--- config.mk ---
export PLATFORM = sky130hd
export DESIGN_NAME = load_store_unit
export DESIGN_NICKNAME = d
export VERILOG_FILES = /design/src/rtl/lsu_pkg.sv /design/src/rtl/lsu_align.sv /design/src/rtl/load_store_unit.sv
export SDC_FILE = /design/constraint.sdc
export NUM_CORES = 1
export LEC_CHECK = 0
export BUFFER_PORTS_ARGS = -buffer_cell sky130_fd_sc_hd__buf_4
export CORE_MARGIN = 10
export CORE_UTILIZATION = 48
export CTS_CLUSTER_SIZE = 40
export DETAILED_ROUTE_END_ITERATION = 10
export GPL_ROUTABILITY_DRIVEN = 0
export HOLD_SLACK_MARGIN = 0.12
export PLACE_DENSITY = 0.78
export SLEW_MARGIN = 20
export SYNTH_ARGS = -nofsm -noshare
export SYNTH_HDL_FRONTEND = slang
export SYNTH_SLANG_ARGS = --single-unit
--- constraint.sdc ---
create_clock -name clk -period 2.7 [get_ports clk]
set_clock_uncertainty 0.2 [all_clocks]
set_input_delay 0.54 -clock clk [delete_from_list [all_inputs] [get_ports clk]]
set_output_delay 0.54 -clock clk [all_outputs]
set_load 0.05 [all_outputs]
--- src/rtl/lsu_pkg.sv ---
// Shared definitions for the load/store unit: RISC-V funct3 encodings,
// FSM state encoding, response error codes and the request classifier.
package lsu_pkg;

    localparam logic [2:0] F3_B  = 3'b000;
    localparam logic [2:0] F3_H  = 3'b001;
    localparam logic [2:0] F3_W  = 3'b010;
    localparam logic [2:0] F3_BU = 3'b100;
    localparam logic [2:0] F3_HU = 3'b101;

    typedef enum logic [1:0] {
        IDLE   = 2'd0,
        ACCESS = 2'd1,
        MERGE  = 2'd2,
        RESP   = 2'd3
    } lsu_state_e;

    typedef enum logic [1:0] {
        ERR_OK     = 2'b00,
        ERR_MISAL  = 2'b01,
        ERR_FUNCT3 = 2'b10,
        ERR_RANGE  = 2'b11
    } lsu_err_e;

    // Classify a request. Priority: illegal funct3, then misalignment,
    // then address range.
    function automatic lsu_err_e classify(input logic        we,
                                          input logic [2:0]  funct3,
                                          input logic [31:0] addr,
                                          input logic [31:0] limit);
        logic legal;
        logic misal;
        case (funct3)
            F3_B, F3_H, F3_W: legal = 1'b1;
            F3_BU, F3_HU:     legal = ~we;   // unsigned forms exist only for loads
            default:          legal = 1'b0;
        endcase
        case (funct3)
            F3_H, F3_HU: misal = addr[0];
            F3_W:        misal = |addr[1:0];
            default:     misal = 1'b0;
        endcase
        if (!legal)              return ERR_FUNCT3;
        else if (misal)          return ERR_MISAL;
        else if (addr >= limit)  return ERR_RANGE;
        else                     return ERR_OK;
    endfunction

endpackage

--- src/rtl/lsu_align.sv ---
// Combinational data alignment for the load/store unit.
//   word       : memory word (read data for loads, old word for stores)
//   addr_lo    : byte offset within the word
//   funct3     : RISC-V load/store funct3
//   wdata      : store data (low byte/half used for SB/SH)
//   load_data  : extracted and sign/zero-extended load result
//   store_word : word with the addressed byte/half replaced (little-endian)
module lsu_align
    import lsu_pkg::*;
(
    input  logic [31:0] word,
    input  logic [1:0]  addr_lo,
    input  logic [2:0]  funct3,
    input  logic [31:0] wdata,
    output logic [31:0] load_data,
    output logic [31:0] store_word
);

    logic [7:0]  byte_sel;
    logic [15:0] half_sel;

    always_comb begin
        // NOTE: every output gets a default before the case statements so no
        // path leaves a value unassigned, which would otherwise infer a latch.
        byte_sel   = word[{addr_lo, 3'b000} +: 8];
        half_sel   = addr_lo[1] ? word[31:16] : word[15:0];
        load_data  = word;
        store_word = wdata;

        case (funct3)
            F3_B:    load_data = {{24{byte_sel[7]}}, byte_sel};
            F3_H:    load_data = {{16{half_sel[15]}}, half_sel};
            F3_BU:   load_data = {24'h000000, byte_sel};
            F3_HU:   load_data = {16'h0000, half_sel};
            default: load_data = word;
        endcase

        case (funct3)
            F3_B: begin
                store_word = word;
                store_word[{addr_lo, 3'b000} +: 8] = wdata[7:0];
            end
            F3_H: begin
                store_word = word;
                store_word[{addr_lo[1], 4'b0000} +: 16] = wdata[15:0];
            end
            default: store_word = wdata;
        endcase
    end

endmodule

--- src/rtl/load_store_unit.sv ---
// RISC-V load/store unit between the execute stage and a word-addressed data
// memory (combinational read, synchronous word write, no byte enables).
//   clk, rst            : clock, synchronous active-high reset
//   req_*               : request handshake (accepted when valid && ready)
//   resp_valid/rdata/err: one-cycle response pulse with load data / error code
//   mem_A/WD/WE/RD      : data memory interface
// Sub-word stores are a read (ACCESS) followed by a merged write (MERGE).
module load_store_unit
    import lsu_pkg::*;
#(
    parameter int MEM_BYTES = 4096,
    parameter int DW        = 32
) (
    input  logic          clk,
    input  logic          rst,
    input  logic          req_valid,
    output logic          req_ready,
    input  logic          req_we,
    input  logic [2:0]    req_funct3,
    input  logic [31:0]   req_addr,
    input  logic [DW-1:0] req_wdata,
    output logic          resp_valid,
    output logic [DW-1:0] resp_rdata,
    output logic [1:0]    resp_err,
    output logic [31:0]   mem_A,
    output logic [DW-1:0] mem_WD,
    output logic          mem_WE,
    input  logic [DW-1:0] mem_RD
);

    lsu_state_e    state_q, state_d;
    logic [31:0]   addr_q;
    logic          we_q;
    logic [2:0]    funct3_q;
    logic [DW-1:0] wdata_q;
    logic [DW-1:0] merge_buf_q;
    logic [DW-1:0] resp_rdata_q;
    lsu_err_e      resp_err_q;

    logic          accept;
    lsu_err_e      req_err;
    logic          mem_we_raw;
    logic [DW-1:0] mem_wd_d;
    logic [DW-1:0] align_word;
    logic [DW-1:0] load_data;
    logic [DW-1:0] store_word;

    assign req_ready  = (state_q == IDLE);
    assign accept     = req_valid && req_ready;
    assign req_err    = classify(req_we, req_funct3, req_addr, 32'(MEM_BYTES));
    assign resp_valid = (state_q == RESP);
    assign resp_rdata = resp_rdata_q;
    assign resp_err   = resp_err_q;
    assign mem_A      = {addr_q[31:2], 2'b00};
    assign mem_WD     = mem_wd_d;
    // Gate with rst directly so a reset landing mid-RMW never writes.
    assign mem_WE     = mem_we_raw & ~rst;

    // The aligner sees the live read word while loading and the buffered
    // old word while merging.
    assign align_word = (state_q == MERGE) ? merge_buf_q : mem_RD;

    lsu_align u_align (
        .word       (align_word),
        .addr_lo    (addr_q[1:0]),
        .funct3     (funct3_q),
        .wdata      (wdata_q),
        .load_data  (load_data),
        .store_word (store_word)
    );

    always_ff @(posedge clk) begin
        // NOTE: sequential state uses non-blocking assignments so every
        // register samples the pre-edge values regardless of statement order.
        if (rst) begin
            state_q      <= IDLE;
            addr_q       <= '0;
            we_q         <= 1'b0;
            funct3_q     <= '0;
            wdata_q      <= '0;
            merge_buf_q  <= '0;
            resp_rdata_q <= '0;
            resp_err_q   <= ERR_OK;
        end else begin
            state_q <= state_d;
            if (accept) begin
                addr_q       <= req_addr;
                we_q         <= req_we;
                funct3_q     <= req_funct3;
                wdata_q      <= req_wdata;
                resp_err_q   <= req_err;
                resp_rdata_q <= '0;   // stores and errors respond with zero
            end
            if (state_q == ACCESS && !we_q) resp_rdata_q <= load_data;
            if (state_q == ACCESS &&  we_q) merge_buf_q  <= mem_RD;
        end
    end

    always_comb begin
        state_d    = state_q;
        mem_we_raw = 1'b0;
        mem_wd_d   = '0;
        case (state_q)
            IDLE: begin
                if (accept) state_d = (req_err == ERR_OK) ? ACCESS : RESP;
            end
            ACCESS: begin
                if (we_q && funct3_q != F3_W) begin
                    state_d = MERGE;
                end else begin
                    state_d = RESP;
                    if (we_q) begin
                        mem_we_raw = 1'b1;
                        mem_wd_d   = wdata_q;
                    end
                end
            end
            MERGE: begin
                mem_we_raw = 1'b1;
                mem_wd_d   = store_word;
                state_d    = RESP;
            end
            RESP:    state_d = IDLE;
            default: state_d = IDLE;
        endcase
    end

endmodule

---- Word level (Yosys, flattened, before mapping) ----
Cells that the tools add are included.
cells by class
  $add $sub $neg .......................... 2
  multipliers ............................. 0
  div/mod/pow operators ................... 0
  magnitude comparators ................... 1
  eq/ne operators ......................... 12
  shifts and indexed selects .............. 5
  muxes and demuxes ....................... 23
  bitwise logic cells ..................... 3
  reductions and logical operators ........ 14
operators by type and width
  operator                                                                 number
  32-bit two-way mux                                                       5
  32-bit one-hot mux with 2 select lines                                   2
  32-bit one-hot mux with 4 select lines                                   1
  32-bit bitwise mux                                                       2
  32-bit by 13-bit >= comparator with 1-bit output, second input constant  1
  16-bit by 7-bit variable shift with 32-bit output, first input constant  1
  8-bit by 7-bit variable shift with 32-bit output, first input constant   1
  16-bit by 7-bit indexed part select with 32-bit output                   1
  32-bit by 6-bit indexed part select with 8-bit output                    1
  8-bit by 7-bit indexed part select with 32-bit output                    1
  16-bit two-way mux                                                       1
  5-bit negation with 7-bit output                                         2
  3-bit == test, second input constant                                     4
  2-bit two-way mux                                                        5
  2-bit one-hot mux with 4 select lines                                    1
  3-bit by 1-bit == test with 1-bit output, second input constant          2
  3-bit zero test                                                          2
  1-bit one-hot mux with 2 select lines                                    3
  2-bit OR reduction                                                       3
  2-bit == test, second input constant                                     2
  1-bit logical AND                                                        4
  2-bit zero test                                                          2
  3-bit by 2-bit == test with 1-bit output, second input constant          1
  1-bit two-way mux                                                        3
  8 further kinds                                                          9
word-level totals
  bits in registers ....................... 136
  bits in latches ......................... 0
  RAM bits ................................ 0
  bits in read-only memories .............. 0
  bits of input ports ..................... 103
  output and inout bits ................... 101
  logic and storage cells ................. 68
  memories kept ........................... 0

---- Logic depth before layout (Yosys ltp) ----
  depth in word-level cells ............... 9
  depth in mapped cells ................... 9
  mapped depth without buffers ............ 7

---- Hierarchy ----
A second synthesis with hierarchy kept.
second synthesis, totals
  cells, all modules ...................... 1000
  area total of the unflattened synthesis .. 7811.2 sq um
by module, submodules not included
  module           times used  cells an instance  area each (sq um)  sequential area each (sq um)
  load_store_unit  1           730                5958.2             2722.6
  lsu_align        1           270                1853.0             0.0

---- Worst setup path after synthesis ----
Ideal clock, no wire load.
  path kind ............................... register to output
  from .................................... register addr_q[1]
  to ...................................... output mem_WD[24]
  data arrival time ....................... 2.836 ns
  data required time ...................... 1.960 ns
  slack ................................... -0.876 ns
  cell stages (with the launch flop) ...... 10
  path buffers ............................ 2
  cells stage by stage .................... dfxtp_1 -> clkinv_1 -> clkbuf_1 -> ha_1 -> nor3b_1 -> and2_1 -> clkbuf_1 -> a221oi_1 -> o22a_1 -> a21oi_1
on the way
  word-level cells in the longest chain between the ends .. 5
  elaborated cells between the ends (all ways) .. 10
  those cells by class .................... add/sub (2); shift (4); mux (4)
ends and longest elaborated chain
  element                                                                         RTL line                          source
  start, declared                                                                 load_store_unit.sv:32             logic [31:0] addr_q;
  start signal, assigned                                                          load_store_unit.sv:87             addr_q <= req_addr;
  5-bit negation with 7-bit output (on tied branches)                             lsu_align.sv:45, lsu_align.sv:41
  16-bit by 7-bit indexed part select with 32-bit output (tied with other cells)  lsu_align.sv:45                   store_word[{addr_lo[1], 4'b0000} +: 16] = wdata[15:0];
  32-bit bitwise mux (on tied branches)                                           lsu_align.sv:45, lsu_align.sv:41
  32-bit one-hot mux with 2 select lines (*)                                      lsu_align.sv:38                   case (funct3)
  32-bit one-hot mux with 2 select lines (*)                                      load_store_unit.sv:103            case (state_q)
  end, declared                                                                   load_store_unit.sv:26             output logic [DW-1:0] mem_WD,
Mark *: on every way between the ends. The rest lies on a longest branch, timed or not.

---- Final worst setup path ----
  from .................................... register addr_q[1]
  to ...................................... output mem_WD[3]
The elaborated chain is that of the path after synthesis.

==> metrics <==
clock network latency to the later pin of the worst-skew pair 440 ps; starting density of the core 49.1%; core box area 14,600 µm²; number of enable flip-flop cells after synthesis 0; Total Wirelength 28.5 mm; classification of the worst setup path flop to output pin; Critical Path Max Stage Delay 400 ps; final setup fails 32; Antenna Cells 0; floorplan die area 20,200 µm²; standard-cell rows 44; Final ANT Viol Nets 0; Worst Hold Class primary input to flop; ys flop type sky130_fd_sc_hd__dfxtp_1; hold-fix buffer count after cts 0; combined area of all synthesized cells 7160 µm²; Worst EP arrival 2300 ps; required time worst endpoint 1960 ps; number of design rule violations left after detail routing 0; mean post-synth cell area 7.64 µm²; critical-path maximum fanout 9; number of instances on the worst hold path 3; setup TNS -8240 ps; initial antenna violation count 0; Endpoint, Worst Hold addr_q[11]; total gr overflow 0; dpl cells 1,275; worst hold start req_addr[11]; post-route setup slack -338 ps; transition at the pin with the smallest max-transition slack 666 ps; final cycle utilization of the critical path 113%; number of instances in the synthesized netlist 937; via count normalized by instance count 6.06; unrepaired setup endpoints after global routing yes; peak clock frequency supported by timing 329 MHz; crit-path cells buf_4, nor4bb_4, buf_6, a21oi_2, o21a_4, a22oi_2, nor2_4, buf_8; violations in the final reports negative setup slack; width of the die 142 µm; CTS tree yes; post-synthesis to final-layout area growth 49.2%; maximum ir drop on the vdd rail 0.653 mV; share of synthesized area occupied by flip-flops and latches 38.0%; chip height 142 µm; Synth Warn # 0; master of the slowest instance on the critical path sky130_fd_sc_hd__nor4bb_4; largest net degree at the start of global routing 63; endpoint kind of the worst setup timing path output pin; Pre-antenna DRT Iters 7; hpwl dp 19.6 mm; net count reported at finish 1,246; number of pins with negative max-slew slack in the final report 0; final instance count without filler cells 1,330; TritonCTS Buffers 17; flip-flop and latch count after synthesis 136; aggregate global-route resource usage 26.1%; Max transition margin 55.6%; minimum period implied by the final worst setup slack 3040 ps; number of hold-slack violations in the final timing report 0; clock sink count 136; Async SR Flop Fraction 0%; port buffer count 201; I/O pin cnt 204; buffer cell driving the clock tree root sky130_fd_sc_hd__clkbuf_16; vias 8,065; max-capacitance violation count 0; critical register-to-register path startpoint state_q[0]; first-pass GRT wire length 42.2 mm; count of fill cells added during filler insertion 1,044; Max Root-Sink Buffers 2; vias in the first global route 7,711; average wire per standard cell 21.4 µm; status complete, but fails checks; standby leakage power 0.00417 µW; fin util 73.2%; Synth cell types 56; startpoint types flop; setup slack, reg-to-reg 90 ps; worst reg2reg path depth 10; iteration-0 DRC count of the detailed router 837; clock edge transition at the registers on the reported setup and hold paths 60 ps; endpoint of the worst register-to-register path resp_rdata[7]; fraction of layout instances using a drive strength above 1 40.1%; CTS H-tree lvls 4; power per cell area 843 nW/µm²
-- cells in the final DEF, fill, tap and decap left out, types with 13 or more instances in the layout --
cell type / count
sky130_fd_sc_hd__nand2_1: 234
sky130_fd_sc_hd__buf_4: 227
sky130_fd_sc_hd__a21oi_1: 140
sky130_fd_sc_hd__dfxtp_1: 129
sky130_fd_sc_hd__o21ai_0: 31
sky130_fd_sc_hd__nor2_1: 29
sky130_fd_sc_hd__a22oi_2: 22
sky130_fd_sc_hd__buf_8: 20
sky130_fd_sc_hd__buf_6: 19
sky130_fd_sc_hd__clkbuf_16: 17
sky130_fd_sc_hd__mux2_2: 14
sky130_fd_sc_hd__a211oi_1: 14
sky130_fd_sc_hd__o21ai_2: 13
-- flip-flops by register name, summed over array words and instances (netlist names) --
name and count:
state_q 2, wdata_q 32, addr_q 32, we_q 1, resp_rdata 32, merge_buf_q 32
resp_err 2, funct3_q 3
-- per-layer routing --
metal  global-route usage, %  vias to the layer above  share of wire [%]
met2                    42.0                      530                 47
met5                       0                        -                  0
met1                    29.3                     3756                 36
li1                        -                     3662                  -
met4                    12.5                        0                4.9
met3                    10.7                      117                 12
-- critical path, delay by kind of cell, from the launching register on --
family                 cells  cell delay, ps
buffers and inverters      3             550
AOI/OAI and AO/OA          3             490
and+or+nand+nor            2             460
DFF                        1             360
-- stage by stage --
step	setup WS (ps)	total power, µW	instance area [µm²]	hold WS, ps
floorplan	-71.6	5020	7620	233
global placement	23.1	6100	9280	236
detailed placement	10.8	6150	9290	246
CTS	-274	8800	10500	147
global route	-394	9320	10700	143
finish	-338	9000	10700	147
-- synthesized netlist by cell type (2+ instances only) --
cell	n	area share, %
sky130_fd_sc_hd__nor2_2	3	0.26
sky130_fd_sc_hd__a211o_1	2	0.24
sky130_fd_sc_hd__nor2_1	40	2.1
sky130_fd_sc_hd__mux2_2	21	3.3
sky130_fd_sc_hd__a22oi_1	33	3.5
sky130_fd_sc_hd__o21ai_0	45	3.1
sky130_fd_sc_hd__a22o_1	3	0.37
sky130_fd_sc_hd__buf_2	10	0.70
sky130_fd_sc_hd__or2_2	3	0.26
sky130_fd_sc_hd__a211oi_1	14	1.5
sky130_fd_sc_hd__a221oi_1	12	1.5
sky130_fd_sc_hd__o211ai_1	3	0.31
sky130_fd_sc_hd__mux2_4	4	0.84
sky130_fd_sc_hd__nor3_1	5	0.35
sky130_fd_sc_hd__and2_1	4	0.35
sky130_fd_sc_hd__o22a_1	7	0.86
sky130_fd_sc_hd__buf_6	2	0.31
sky130_fd_sc_hd__nand2b_1	2	0.17
sky130_fd_sc_hd__buf_4	33	3.5
sky130_fd_sc_hd__dfxtp_1	136	38
sky130_fd_sc_hd__a311oi_1	3	0.37
sky130_fd_sc_hd__o21ai_2	10	1.2
sky130_fd_sc_hd__clkbuf_1	54	2.8
sky130_fd_sc_hd__mux2i_1	16	2.2
sky130_fd_sc_hd__nor2b_1	3	0.26
sky130_fd_sc_hd__a21o_1	2	0.21
sky130_fd_sc_hd__ha_1	9	1.6
sky130_fd_sc_hd__o2bb2ai_1	16	2.0
sky130_fd_sc_hd__a21oi_1	151	11
sky130_fd_sc_hd__or3_1	2	0.17
sky130_fd_sc_hd__o22ai_1	5	0.44
sky130_fd_sc_hd__buf_1	2	0.10
sky130_fd_sc_hd__and3_1	8	0.70
sky130_fd_sc_hd__inv_1	6	0.31
sky130_fd_sc_hd__nand2_1	238	12
sky130_fd_sc_hd__a31o_2	2	0.24
sky130_fd_sc_hd__nand3_1	5	0.35
sky130_fd_sc_hd__nor4_1	5	0.44
-- power by group --
group / total (µW) / switching (µW) / leakage [µW] / internal [µW]
registers: 2520 / 247 / 0.00111 / 2270
clock network: 2310 / 956 / 0.000279 / 1360
logic: 4170 / 2640 / 0.00278 / 1530
total: 9000 / 3850 / 0.00417 / 5150
-- what timing repair did --
action                                  in CTS  in global routing
endpoints found under the setup margin      33                 38
endpoints found under the hold margin        0                  0
pin swaps                                   46                 15
resized for setup                          126                 37
buffers inserted                            12                 10
gates cloned                                 2                  1
-- how the worst max path moves through the flow --
stage,from,to,slack [ps],cells past startpoint
final,addr_q[1],mem_WD[3],-340,8
after global routing,addr_q[1],mem_WD[24],-390,8
after CTS,addr_q[1],mem_WD[2],-270,8
after detailed placement,addr_q[1],mem_WD[26],10,8
after global placement,state_q[0],mem_WD[14],20,7
after floorplan,state_q[0],mem_WD[11],-70,8
-- final cells by class --
type | instances | area (µm²) | area share, %
sequential | 136 | 2740 | 25.7
inverter | 7 | 33.8 | 0.316
multi-input combinational | 695 | 4670 | 43.8
clock buffer | 17 | 425 | 3.98
timing repair buffer | 277 | 2420 | 22.7
clock inverter | 14 | 151 | 1.42
tap | 184 | 230 | 2.16
-- cells by family after synthesis --
| group | count (synthesis) | synth area share [%] |
|---|---|---|
| AND/OR/NAND/NOR | 327 | 18.9 |
| buffers and inverters | 108 | 7.78 |
| adder cells (fa/ha/maj) | 9 | 1.57 |
| other | 1 | 0.0524 |
| multiplexers | 42 | 6.54 |
| flip-flops | 136 | 38.0 |
| AO/OA/AOI/OAI | 314 | 27.1 |
(Power assumes the default switching activity.)
